<file path="src/rtl/pipeline_hazard_ctrl.sv">
// Stall/flush controller for the 5-stage WISC pipeline, with per-stage sequence
// tags, valid bits, a memory-wait watchdog FSM and saturating statistics counters.
module pipeline_hazard_ctrl #(
    parameter int unsigned TAG_W    = 8,
    parameter int unsigned CNT_W    = 16,
    parameter int unsigned MAX_WAIT = 15
) (
    input  logic             clk,
    input  logic             rst_n,
    input  logic [3:0]       id_rs1,
    input  logic [3:0]       id_rs2,
    input  logic             id_rs1_used,
    input  logic             id_rs2_used,
    input  logic             id_is_branch,
    input  logic             id_branch_taken,
    input  logic             id_reads_flags,
    input  logic             ex_mem_read,
    input  logic             ex_reg_write,
    input  logic             ex_sets_flags,
    input  logic [3:0]       ex_rd,
    input  logic             mem_busy,
    output logic             pc_stall,
    output logic             if_id_stall,
    output logic             id_ex_stall,
    output logic             ex_mem_stall,
    output logic             if_id_flush,
    output logic             id_ex_flush,
    output logic             mem_wb_flush,
    output logic [TAG_W-1:0] if_tag,
    output logic [TAG_W-1:0] id_tag,
    output logic [TAG_W-1:0] ex_tag,
    output logic [TAG_W-1:0] mem_tag,
    output logic [TAG_W-1:0] wb_tag,
    output logic             id_vld,
    output logic             ex_vld,
    output logic             mem_vld,
    output logic             wb_vld,
    output logic [CNT_W-1:0] stall_cnt,
    output logic [CNT_W-1:0] flush_cnt,
    output logic [CNT_W-1:0] retire_cnt,
    output logic             timeout,
    output logic [1:0]       state
);

    typedef enum logic [1:0] {
        RUN     = 2'd0,
        WAIT    = 2'd1,
        TIMEOUT = 2'd2
    } state_t;

    localparam int unsigned WC_W = $clog2(MAX_WAIT + 1);

    state_t          st;
    logic [WC_W-1:0] wait_cnt;

    logic load_use;
    logic flag_haz;
    logic br_flush;
    logic freeze;

    always_comb begin
        load_use = ex_mem_read & ex_reg_write & (ex_rd != 4'd0) &
                   ((id_rs1_used & (id_rs1 == ex_rd)) |
                    (id_rs2_used & (id_rs2 == ex_rd)));
        flag_haz = id_is_branch & id_reads_flags & ex_sets_flags;
        br_flush = id_is_branch & id_branch_taken;
        freeze   = mem_busy | (st == TIMEOUT);
    end

    // A hazard stall suppresses the branch flush: the branch re-evaluates next cycle.
    always_comb begin
        pc_stall     = 1'b0;
        if_id_stall  = 1'b0;
        id_ex_stall  = 1'b0;
        ex_mem_stall = 1'b0;
        if_id_flush  = 1'b0;
        id_ex_flush  = 1'b0;
        mem_wb_flush = 1'b0;
        if (!rst_n) begin
            pc_stall = 1'b0;
        end else if (freeze) begin
            pc_stall     = 1'b1;
            if_id_stall  = 1'b1;
            id_ex_stall  = 1'b1;
            ex_mem_stall = 1'b1;
            mem_wb_flush = 1'b1;
        end else if (load_use | flag_haz) begin
            pc_stall    = 1'b1;
            if_id_stall = 1'b1;
            id_ex_flush = 1'b1;
        end else if (br_flush) begin
            if_id_flush = 1'b1;
        end
    end

    // wait_cnt holds the number of consecutive busy cycles already seen.
    always_ff @(posedge clk or negedge rst_n) begin
        if (!rst_n) begin
            st       <= RUN;
            wait_cnt <= '0;
            timeout  <= 1'b0;
        end else begin
            case (st)
                RUN: begin
                    if (mem_busy) begin
                        st       <= WAIT;
                        wait_cnt <= WC_W'(1);
                    end
                end
                WAIT: begin
                    if (!mem_busy) begin
                        st       <= RUN;
                        wait_cnt <= '0;
                    end else if (wait_cnt >= WC_W'(MAX_WAIT)) begin
                        st      <= TIMEOUT;
                        timeout <= 1'b1;
                    end else begin
                        wait_cnt <= wait_cnt + WC_W'(1);
                    end
                end
                TIMEOUT: begin
                    st      <= TIMEOUT;
                    timeout <= 1'b1;
                end
                default: begin
                    st       <= RUN;
                    wait_cnt <= '0;
                end
            endcase
        end
    end

    assign state = st;

    always_ff @(posedge clk or negedge rst_n) begin
        if (!rst_n) begin
            if_tag  <= '0;
            id_tag  <= '0;
            ex_tag  <= '0;
            mem_tag <= '0;
            wb_tag  <= '0;
            id_vld  <= 1'b0;
            ex_vld  <= 1'b0;
            mem_vld <= 1'b0;
            wb_vld  <= 1'b0;
        end else begin
            if (!pc_stall) begin
                if_tag <= if_tag + TAG_W'(1);
            end
            if (!if_id_stall) begin
                id_tag <= if_tag;
                id_vld <= ~if_id_flush;
            end
            if (!id_ex_stall) begin
                ex_tag <= id_tag;
                ex_vld <= id_vld & ~id_ex_flush;
            end
            if (!ex_mem_stall) begin
                mem_tag <= ex_tag;
                mem_vld <= ex_vld;
            end
            wb_tag <= mem_tag;
            wb_vld <= mem_vld & ~mem_wb_flush;
        end
    end

    always_ff @(posedge clk or negedge rst_n) begin
        if (!rst_n) begin
            stall_cnt  <= '0;
            flush_cnt  <= '0;
            retire_cnt <= '0;
        end else begin
            if (pc_stall && (stall_cnt != '1)) begin
                stall_cnt <= stall_cnt + CNT_W'(1);
            end
            if ((if_id_flush || id_ex_flush) && (flush_cnt != '1)) begin
                flush_cnt <= flush_cnt + CNT_W'(1);
            end
            if (wb_vld && (retire_cnt != '1)) begin
                retire_cnt <= retire_cnt + CNT_W'(1);
            end
        end
    end

endmodule

</file>
<file path="config.mk">
export PLATFORM = sky130hd
export DESIGN_NAME = pipeline_hazard_ctrl
export DESIGN_NICKNAME = d
export VERILOG_FILES = /design/src/rtl/pipeline_hazard_ctrl.sv
export SDC_FILE = /design/constraint.sdc
export NUM_CORES = 1
export LEC_CHECK = 0
export CAP_MARGIN = 20
export CORE_ASPECT_RATIO = 0.6
export CORE_UTILIZATION = 29
export CTS_CLUSTER_DIAMETER = 120
export DETAILED_ROUTE_END_ITERATION = 12
export GPL_TIMING_DRIVEN = 0
export SYNTH_ARGS = -nofsm -noshare
export SYNTH_HDL_FRONTEND = slang
export SYNTH_SLANG_ARGS = --single-unit
</file>
<file path="constraint.sdc">
create_clock -name clk -period 1.8 [get_ports clk]
set_input_delay 0.18 -clock clk [delete_from_list [all_inputs] [get_ports clk]]
set_output_delay 0.18 -clock clk [all_outputs]
set_load 0.02 [all_outputs]
</file>
# Word level (Yosys, flattened, before mapping)

Cells that the tools add are included.

Memories: 0
Memory bits (writable): 0
Flip-flop bits (word level): 99
Input port bits: 23
Bits in latches: 0
Logic and storage cells: 82
Memory bits (read-only): 0

Equal/unequal tests: 12
Bitwise gates (word level): 17
$add $sub $neg: 5
Multipliers: 0
Shift-type cells: 0
Divide/modulo/power cells: 0
Order comparisons: 1
Reductions and logical operators: 10
Mux-type cells: 22

Operators with widths:

| operator                                                               | number |
|---|---|
| 16-bit by 1-bit adder with 16-bit output (second input constant)       | 3 |
| 16-bit inequality test (second input constant)                         | 3 |
| 1-bit 2-to-1 mux                                                       | 13 |
| 4-bit 2-to-1 mux                                                       | 3 |
| 4-bit one-hot mux with 3 select lines                                  | 1 |
| 1-bit bitwise AND                                                      | 10 |
| 8-bit by 1-bit adder with 8-bit output (second input constant)         | 1 |
| 4-bit equality test                                                    | 2 |
| 2-bit 2-to-1 mux                                                       | 3 |
| 2-bit inequality test (second input constant)                          | 3 |
| 3-bit inequality test (second input constant)                          | 2 |
| 2-bit one-hot mux with 3 select lines                                  | 1 |
| 3-bit AND reduction                                                    | 2 |
| 4-bit by 1-bit adder with 4-bit output (second input constant)         | 1 |
| 4-bit greater-or-equal comparator (second input constant)              | 1 |
| 1-bit inverter                                                         | 4 |
| 4-bit nonzero test                                                     | 1 |
| 1-bit logical AND                                                      | 3 |
| 1-bit bitwise OR                                                       | 3 |
| 2-bit by 1-bit equality test with 1-bit output (second input constant) | 1 |
| 2-bit equality test (second input constant)                            | 1 |
| 2-bit logical NOT                                                      | 1 |
| 1-bit one-hot mux with 2 select lines                                  | 1 |
| 2-bit AND reduction                                                    | 1 |
| 2 further kinds                                                        | 2 |

# Longest topological paths before layout

Gate-level depths: netlist of run 1.

Depth after elaboration: 10
Gate-level depth with buffers: 8
Mapped depth without buffers: 7

# Worst setup path before layout of run 1

No wires, ideal clock.

Path type: reg2reg
From: register flush_cnt[0]
To: register flush_cnt[12]
Buffers on the path: 1
Period minus slack after synthesis: 1.958 ns
Library setup time: 0.129 ns
Arrival: 1.828 ns
Slack: -0.158 ns
Data required time: 1.671 ns
Cell stages (with the launch flop): 8
Cells stage by stage: dfrtp_1 > ha_1 > nand3_1 > nor3_1 > a31oi_1 > clkbuf_1 > nand4_1 > xnor2_1

Longest elaborated chain between the ends: 2
Elaborated cells between the ends (all ways): 3
Those cells by class: add/sub: 1; eq/ne: 1; reduce/logical: 1

Ends and longest elaborated chain:

| element                                                                          | line | source |
|---|---|---|
| start, declared                                                                  | 39   | `output logic [CNT_W-1:0] flush_cnt,` |
| start signal, assigned                                                           | 177  | `flush_cnt <= flush_cnt + CNT_W'(1);` |
| branches (longest 2 deep; another with 16-bit by 1-bit adder with 16-bit output) | n/a  |  |

Parallel ways; which one is timed is not known.
A chain may end at the register's enable or synchronous reset.

# Worst setup path after layout of run 1

From: input ex_rd[1]
To: output pc_stall

Longest elaborated chain between the ends: 8
Elaborated cells between the ends (all ways): 12
Those cells by class: eq/ne: 2; mux: 3; bitwise: 6; reduce/logical: 1

Ends and longest elaborated chain:

| element                                | line   | source |
|---|---|---|
| start, declared                        | 20     | `input logic [3:0] ex_rd,` |
| 4-bit equality test (on tied branches) | 63, 64 |  |
| 1-bit bitwise AND (on tied branches)   | 63, 64 |  |
| 1-bit bitwise OR                       | 63     | `((id_rs1_used & (id_rs1 == ex_rd)) \|` |
| 1-bit bitwise AND *                    | 62     | `load_use = ex_mem_read & ex_reg_write & (ex_rd != 4'd0) &` |
| 1-bit bitwise OR *                     | 87     | `end else if (load_use \| flag_haz) begin` |
| 1-bit 2-to-1 mux *                     | 87     |  |
| 1-bit 2-to-1 mux *                     | 81     | `end else if (freeze) begin` |
| 1-bit 2-to-1 mux *                     | 79     | `if (!rst_n) begin` |
| end, declared                          | 22     | `output logic pc_stall,` |

Mark *: on every way between the ends. The rest lies on a longest branch, timed or not.

==> metrics.md, run 1 <==
| Metric | Value |
|---|---|
| Outcome | complete, but fails checks |
| Failing checks | setup timing |
| Root Buffer | clkbuf_16 |
| Crit path kind | input port to primary output |
| Flip-flop and latch area | 2486 µm² |
| Drt via density | 4.661 |
| Die area | 15790 µm² |
| Largest net degree at the start of global routing | 51 |
| All-layer global routing usage | 0.1477 |
| CP Capture Type | primary output |
| Final hold vios | 0 |
| Fmax | 0.5332 GHz |
| Period utilization | 1.042 |
| Number of global-route vias before repair | 3324 |
| Diodes inserted | 0 |
| Initial antenna violation count | 0 |
| Tmin final | 1.875 ns |
| Area of the multi-input gates | 2117 µm² |
| Vias | 3491 |
| Relative slew slack | 0.7720 |
| Fill count | 1380 |
| Combinational share of power | 0.353 |
| Synth unique cells | 38 |
| Net switching power | 2815 µW |
| Hold Path Class | input port to register |
| Final setup viols | 15 |
| Antenna Nets Post-Route | 0 |
| Mapped Cells | 373 |
| Reg-to-reg startpoint | state[1] |
| RSZ-0062 raised after global routing | yes |
| Final worst setup slack | -0.07546 ns |
| First-pass GRT wire length | 18190 µm |
| CTS tree | built |
| Peak supply drop | 779.1 µV |
| Largest cells by area after synthesis | dfrtp_1, xnor2_1, mux2_2, xor2_1, nand3_1 |
| Register share of total power | 0.404 |
| Wirelength per Cell | 15.52 µm |
| CORE AREA | 14720 µm² |
| Internal Power | 5382 µW |
| Seq/Total Area, Yosys | 0.5593 |
| Post-detail-place hpwl | 8191 µm |
| Placed Area | 5966 µm² |
| Placed cells | 696 |
| Max Root-Sink Buffers | 2 |
| TritonCTS Sinks | 99 |
| Async S/R FF share, synth | 1.000 |
| Initial DRC count | 113 |
| Max cap viols | 0 |
| Pin slew with the least headroom to its limit | 0.3420 ns |
| Worst Setup SP | ex_rd[1] |
| Std cell rows | 34 |
| Nets | 574 |
| IO Port Bufs | 124 |
| Fin util | 0.4744 |
| Mapped Nets | 401 |
| Worst reg-to-reg setup slack | -0.04 ns |
| Layout cells sized above 1 | 0.2777 |
| Yosys warnings | 0 |
| Final Skew | 0.009525 ns |
| Critical path required time | 1.62 ns |
| Lkg Pwr | 0.002989 µW |
| Crit start category | input port |
| Syn avg cell area | 11.87 µm² |
| Leading area contributor after synthesis | dfrtp_1 |
| Grt ovf | 0 |
| Gp weighted congestion | 0.8252 |
| Power density over the cells | 1174 nW/µm² |
| Post-synthesis cell area | 4429 µm² |
| Clock power frac | 0.243 |
| Top-area cell type share of the netlist area | 0.5593 |
| Inserted Clock Buffers | 9 |
| Sw Ratio | 0.3434 |
| Worst EP arrival | 1.70 ns |
| Worst reg-to-reg path cell count | 9 |
| Dominant synthesized flop cell | dfrtp_1 |
| Post-synth EDFFs | 0 |
| Reg2reg end | stall_cnt[1] |
| Clk slew on worst S/H paths | 0.07 ns |
| Die W | 161.5 µm |
| I/O pins | 125 |
| Drt drc | 0 |
| Clk Latency, worst-skew pair | 0.34 ns |
| Routed WL | 11630 µm |
| Crit path max fanout | 4 |
| Die extent in y | 97.73 µm |
| Area Growth Syn to Fin | 57.66% |
| Layout Cells excl Fill | 749 |
| CTS H-tree lvls | 3 |
| DR pass1 iterations | 4 |
| Starting density of the core | 0.3009 |
| Slew Limit Fails | 0 |
| Critical path endpoint | pc_stall |
| Yosys reg bits | 99 |
| Design area | 6983 µm² |
worst max-delay path, cell delays in order:
cell	delay [ns]
clkdlybuf4s15_2	0.26
nor4_4	0.32
nor2_4	0.09
and4_1	0.21
o31ai_4	0.28
inv_2	0.11
buf_6	0.13
buf_6	0.12
worst min path at each step:
stage          slack, ns          to  depth (start not counted)       start
2_1_floorplan      -0.12   ex_tag[0]                          0       rst_n
3_3_place_gp        0.38   wb_tag[5]                          0  mem_tag[5]
3_5_place_dp        0.25  mem_tag[3]                          1       rst_n
4_1_cts             0.38      ex_vld                          5       rst_n
5_1_grt             0.38      ex_vld                          5       rst_n
6_report            0.36      ex_vld                          5       rst_n
state kept, by name, summed over array words and instances, names as in the netlist:
name,cells
retire_cnt,16
mem_vld,1
ex_tag,8
stall_cnt,16
mem_tag,8
wait_cnt,4
ex_vld,1
flush_cnt,16
if_tag,8
state,2
wb_tag,8
id_tag,8
wb_vld,1
id_vld,1
timeout,1
cell usage after synthesis (5+ instances only):
library cell and n:
nand2_1 22, dfrtp_1 99, o21ai_0 5, mux2_2 22, buf_4 5, ha_1 5
mux2_4 6, xor2_1 21, inv_1 10, and2_1 5, nand3b_1 6, xnor2_1 37
nor3_1 14, and3_1 7, nor2_1 16, nand3_1 28, nand2b_1 5, nand4_1 18
cell usage in the layout (no fill, tap or decap), types with 7 or more instances in the layout:
| cell | count |
|---|---|
| nand2_1 | 18 |
| dfrtp_2 | 7 |
| buf_6 | 8 |
| xor2_1 | 21 |
| inv_1 | 9 |
| nand4_1 | 18 |
| nor2_1 | 13 |
| dfrtp_1 | 92 |
| xnor2_1 | 37 |
| buf_4 | 31 |
| and3_1 | 7 |
| clkbuf_16 | 10 |
| nand3_1 | 23 |
| mux2_2 | 22 |
| clkdlybuf4s50_1 | 105 |
final cells by class:
type                    count  area share
flip-flops and latches     99      0.3560
multi-input cells         253      0.3032
repair buffers            165      0.2424
well taps                 198     0.03548
clock buffers              10     0.03279
plain buffers               7     0.01254
clock inverters             6     0.01129
inverters                  11    0.006271
metrics by stage:
| step | power (µW) | worst slack (ns) | setup TNS [ns] | hold slack [ns] |
|---|---|---|---|---|
| global route | 8619 | -0.1629 | -3.030 | 0.3811 |
| CTS | 8144 | -0.2066 | -1.485 | 0.3759 |
| finish | 8197 | -0.07546 | -0.4032 | 0.3649 |
| floorplan | 4573 | 0.003453 | 0 | -0.1156 |
| global placement | 5950 | -5.641 | -647.24 | 0.3812 |
| detailed placement | 6026 | -1.264 | -46.86 | 0.2548 |
power by group through the flow:
stage	logic [µW]	clock network (µW)	registers, µW
final	2890	2000	3310
after global routing	3060	2160	3410
after CTS	2780	2070	3290
after detailed placement	2690	0	3340
after global placement	2640	0	3310
after floorplan	702	0	3870
per-layer routing:
layer	global-route usage	wire length, µm	vias to the layer above
li1	-	-	1663
met1	0.2195	5977	1725
met2	0.2149	5012	94
met3	0.03738	575	9
met4	0.03266	61	0
met5	0	0	-
kinds of logic after synthesis:
kind of cell	synth area share
adder cells (fa/ha/maj)	0.01412
AO/OA/AOI/OAI	0.02740
flip-flops	0.5593
XOR/XNOR	0.1147
multiplexers	0.08305
AND/OR/NAND/NOR	0.1777
buffers and inverters	0.02373
timing repair:
action | in CTS | in global routing
cloned | 2 | 1
endpoints found under the hold margin | 49 | 0
pin swaps | 19 | 30
endpoints found under the setup margin | 64 | 59
hold buffers | 5 | 0
setup buffers | 12 | 21
gates resized for setup | 76 | 54
Note: power is estimated with default switching activity, not from simulation.
==> run 2: changes to the inputs <==
- TNS_END_PERCENT: not set -> 100
==> results of run 2 <==
No change in the layout: final DEF, timing and power equal those of run 1.
==> run 3: changes to the inputs <==
- CORE_MARGIN: not set -> 4
- TNS_END_PERCENT: 100 -> 20
==> run 3 against run 2 <==
Effect of this change: the run still ends with setup timing left; worst setup slack lost 0.045 ns; final cell count shrank 0.80%; final area shrank 2.0%; sequential share of layout area grew 0.70 points; die area grew 10%; critical path depth grew 1; clock skew is essentially flat; power is essentially flat; register-to-register slack gained 0.06 ns; sequential power is essentially flat; combinational power is essentially flat; via count shrank 1.0%.
==> metrics.md, run 3 (synthesized netlist as in run 1, its figures left out) <==
| Metric | Value |
|---|---|
| Fmax | 0.5208 GHz |
| Tmin final | 1.920 ns |
| TritonCTS Sinks | 99 |
| Critical path required time | 1.62 ns |
| DR pass1 iterations | 4 |
| Gp weighted congestion | 0.8006 |
| All-layer global routing usage | 0.1357 |
| CORE AREA | 14720 µm² |
| Total chip power | 8199 µW |
| Die W | 167.5 µm |
| Outcome | complete, but fails checks |
| Commonest non-fill, non-tap cells in the layout | clkdlybuf4s50_1, dfrtp_1, xnor2_1, buf_4, nand3_1 |
| Crit path max-delay cell type | clkdlybuf4s50_1 |
| Largest net degree at the start of global routing | 51 |
| Clk Latency, worst-skew pair | 0.34 ns |
| Hold Path Class | register to register |
| Hold_sp | mem_tag[5] |
| Wirelength per Cell | 16.00 µm |
| Std cell rows | 34 |
| Starting density of the core | 0.3009 |
| Period utilization | 1.067 |
| Max Root-Sink Buffers | 2 |
| Crit path max fanout | 4 |
| Crit path kind | input port to primary output |
| Area Growth Syn to Fin | 54.52% |
| RSZ-0062 raised after global routing | yes |
| Grt ovf | 0 |
| Power density over the cells | 1198 nW/µm² |
| Vias | 3455 |
| Diodes inserted | 0 |
| IO Port Bufs | 124 |
| Fill count | 1389 |
| Post-detail-place hpwl | 8494 µm |
| Final worst setup slack | -0.1201 ns |
| Relative slew slack | 0.7008 |
| Crit start category | input port |
| Pin slew with the least headroom to its limit | 0.4488 ns |
| Worst Setup SP | ex_mem_read |
| Number of global-route vias before repair | 3448 |
| Peak supply drop | 730.7 µV |
| Max cap viols | 0 |
| Critical Path Most Common Cell | buf_6 |
| Initial antenna violation count | 0 |
| Leading cell type in the layout, fill and taps excluded | clkdlybuf4s50_1 |
| Initial DRC count | 218 |
| Final setup viols | 4 |
| Final Skew | 0.009224 ns |
| CP Capture Type | primary output |
| Slowest stage delay, CP | 0.40 ns |
| Nets | 568 |
| CTS tree | built |
| CTS H-tree lvls | 3 |
| Drt via density | 4.650 |
| Worst EP arrival | 1.74 ns |
| I/O pins | 125 |
| Drt drc | 0 |
| Layout cells sized above 1 | 0.2661 |
| Biggest registers after layout | flush_cnt (16), retire_cnt (16), stall_cnt (16) |
| Clk slew on worst S/H paths | 0.07 ns |
| Antenna Nets Post-Route | 0 |
| Routed WL | 11890 µm |
| Hold_ws | 0.3969 ns |
| Final hold vios | 0 |
| First-pass GRT wire length | 19210 µm |
| Reg-to-reg startpoint | state[0] |
| Lkg Pwr | 0.002943 µW |
| TNS Setup | -0.2937 ns |
| Die area | 17380 µm² |
| Crit-path cells | clkdlybuf4s50_1 > nand2_1 > nor2_4 > and4_4 > o31ai_4 > inv_2 > buf_12 > buf_6 > buf_6 |
| Root Buffer | clkbuf_16 |
| Fin util | 0.4650 |
| Failing checks | setup timing |
| Die extent in y | 103.7 µm |
| Slew Limit Fails | 0 |
| Inserted Clock Buffers | 9 |
## run 3: cell types whose count changed in the layout (fill, tap and decap cells not counted), moves of 3 or more
| cell | previous run | this run |
|---|---|---|
| buf_6 | 8 | 5 |
| nand3_1 | 23 | 26 |
| nand3_2 | 5 | 2 |
| buf_2 | 1 | 4 |
## run 3: layout make-up
| cell class | instances | area [µm²] | share of cell area |
|---|---|---|---|
| Sequential cell | 99 | 2485 | 0.3631 |
| Tap cell | 198 | 247.7 | 0.03620 |
| Clock inverter | 7 | 80.08 | 0.01170 |
| Multi-Input combinational cell | 253 | 2101 | 0.3069 |
| Clock buffer | 9 | 225.2 | 0.03291 |
| Inverter | 11 | 45.04 | 0.006581 |
| Buffer | 9 | 113.9 | 0.01664 |
| Timing Repair Buffer | 157 | 1546 | 0.2260 |
## run 3: stage by stage
| step | cell area, µm² | std cells | setup slack, ns |
|---|---|---|---|
| 3_5_place_dp | 5957 | 696 | -1.351 |
| 2_1_floorplan | 4443 | 373 | -0.1209 |
| 3_3_place_gp | 5932 | 695 | -5.822 |
| 5_1_grt | 6844 | 743 | -0.2139 |
| 6_report | 6844 | 743 | -0.1201 |
| 4_1_cts | 6573 | 726 | -0.2240 |
## run 3: power by group
group	internal, µW	switching, µW	leakage [µW]	total (µW)
logic	1500	1380	0.00154	2880
clock network	1100	901	0.000149	2000
registers	2760	558	0.00125	3310
## run 3: layer usage
metal | wire length [µm] | up-vias | share of wire | track usage
met5 | 0 | - | 0 | 0
li1 | - | 1643 | - | -
met3 | 736 | 9 | 0.062 | 0.04606
met4 | 86 | 0 | 0.0072 | 0.02837
met1 | 5986 | 1704 | 0.50 | 0.1995
met2 | 5079 | 99 | 0.43 | 0.1938
## run 3: what timing repair did
action / in CTS / in global routing
setup buffers: 10 / 17
hold endpoints to repair: 49 / 0
resized for setup: 83 / 42
hold buffers: 5 / 0
pin swaps: 11 / 24
endpoints found under the setup margin: 63 / 49
## run 3: critical path: cells and delay by family
kind            cells  cell delay (ns)
buf+inv             5             0.85
simple gates        3             0.40
compound gates      1             0.31
## run 3: path summary, 6_finish.rpt
kind | to | slack, ns | depth (start not counted)
min in group asynchronous | wb_tag[2] | 0.53 | 4
max in group asynchronous | stall_cnt[1] | 0.95 | 4
min | wb_tag[5] | 0.40 | 0
max | pc_stall | -0.12 | 9
max reg2reg | id_tag[2] | 0.02 | 8
min reg2reg | wb_tag[5] | 0.40 | 0
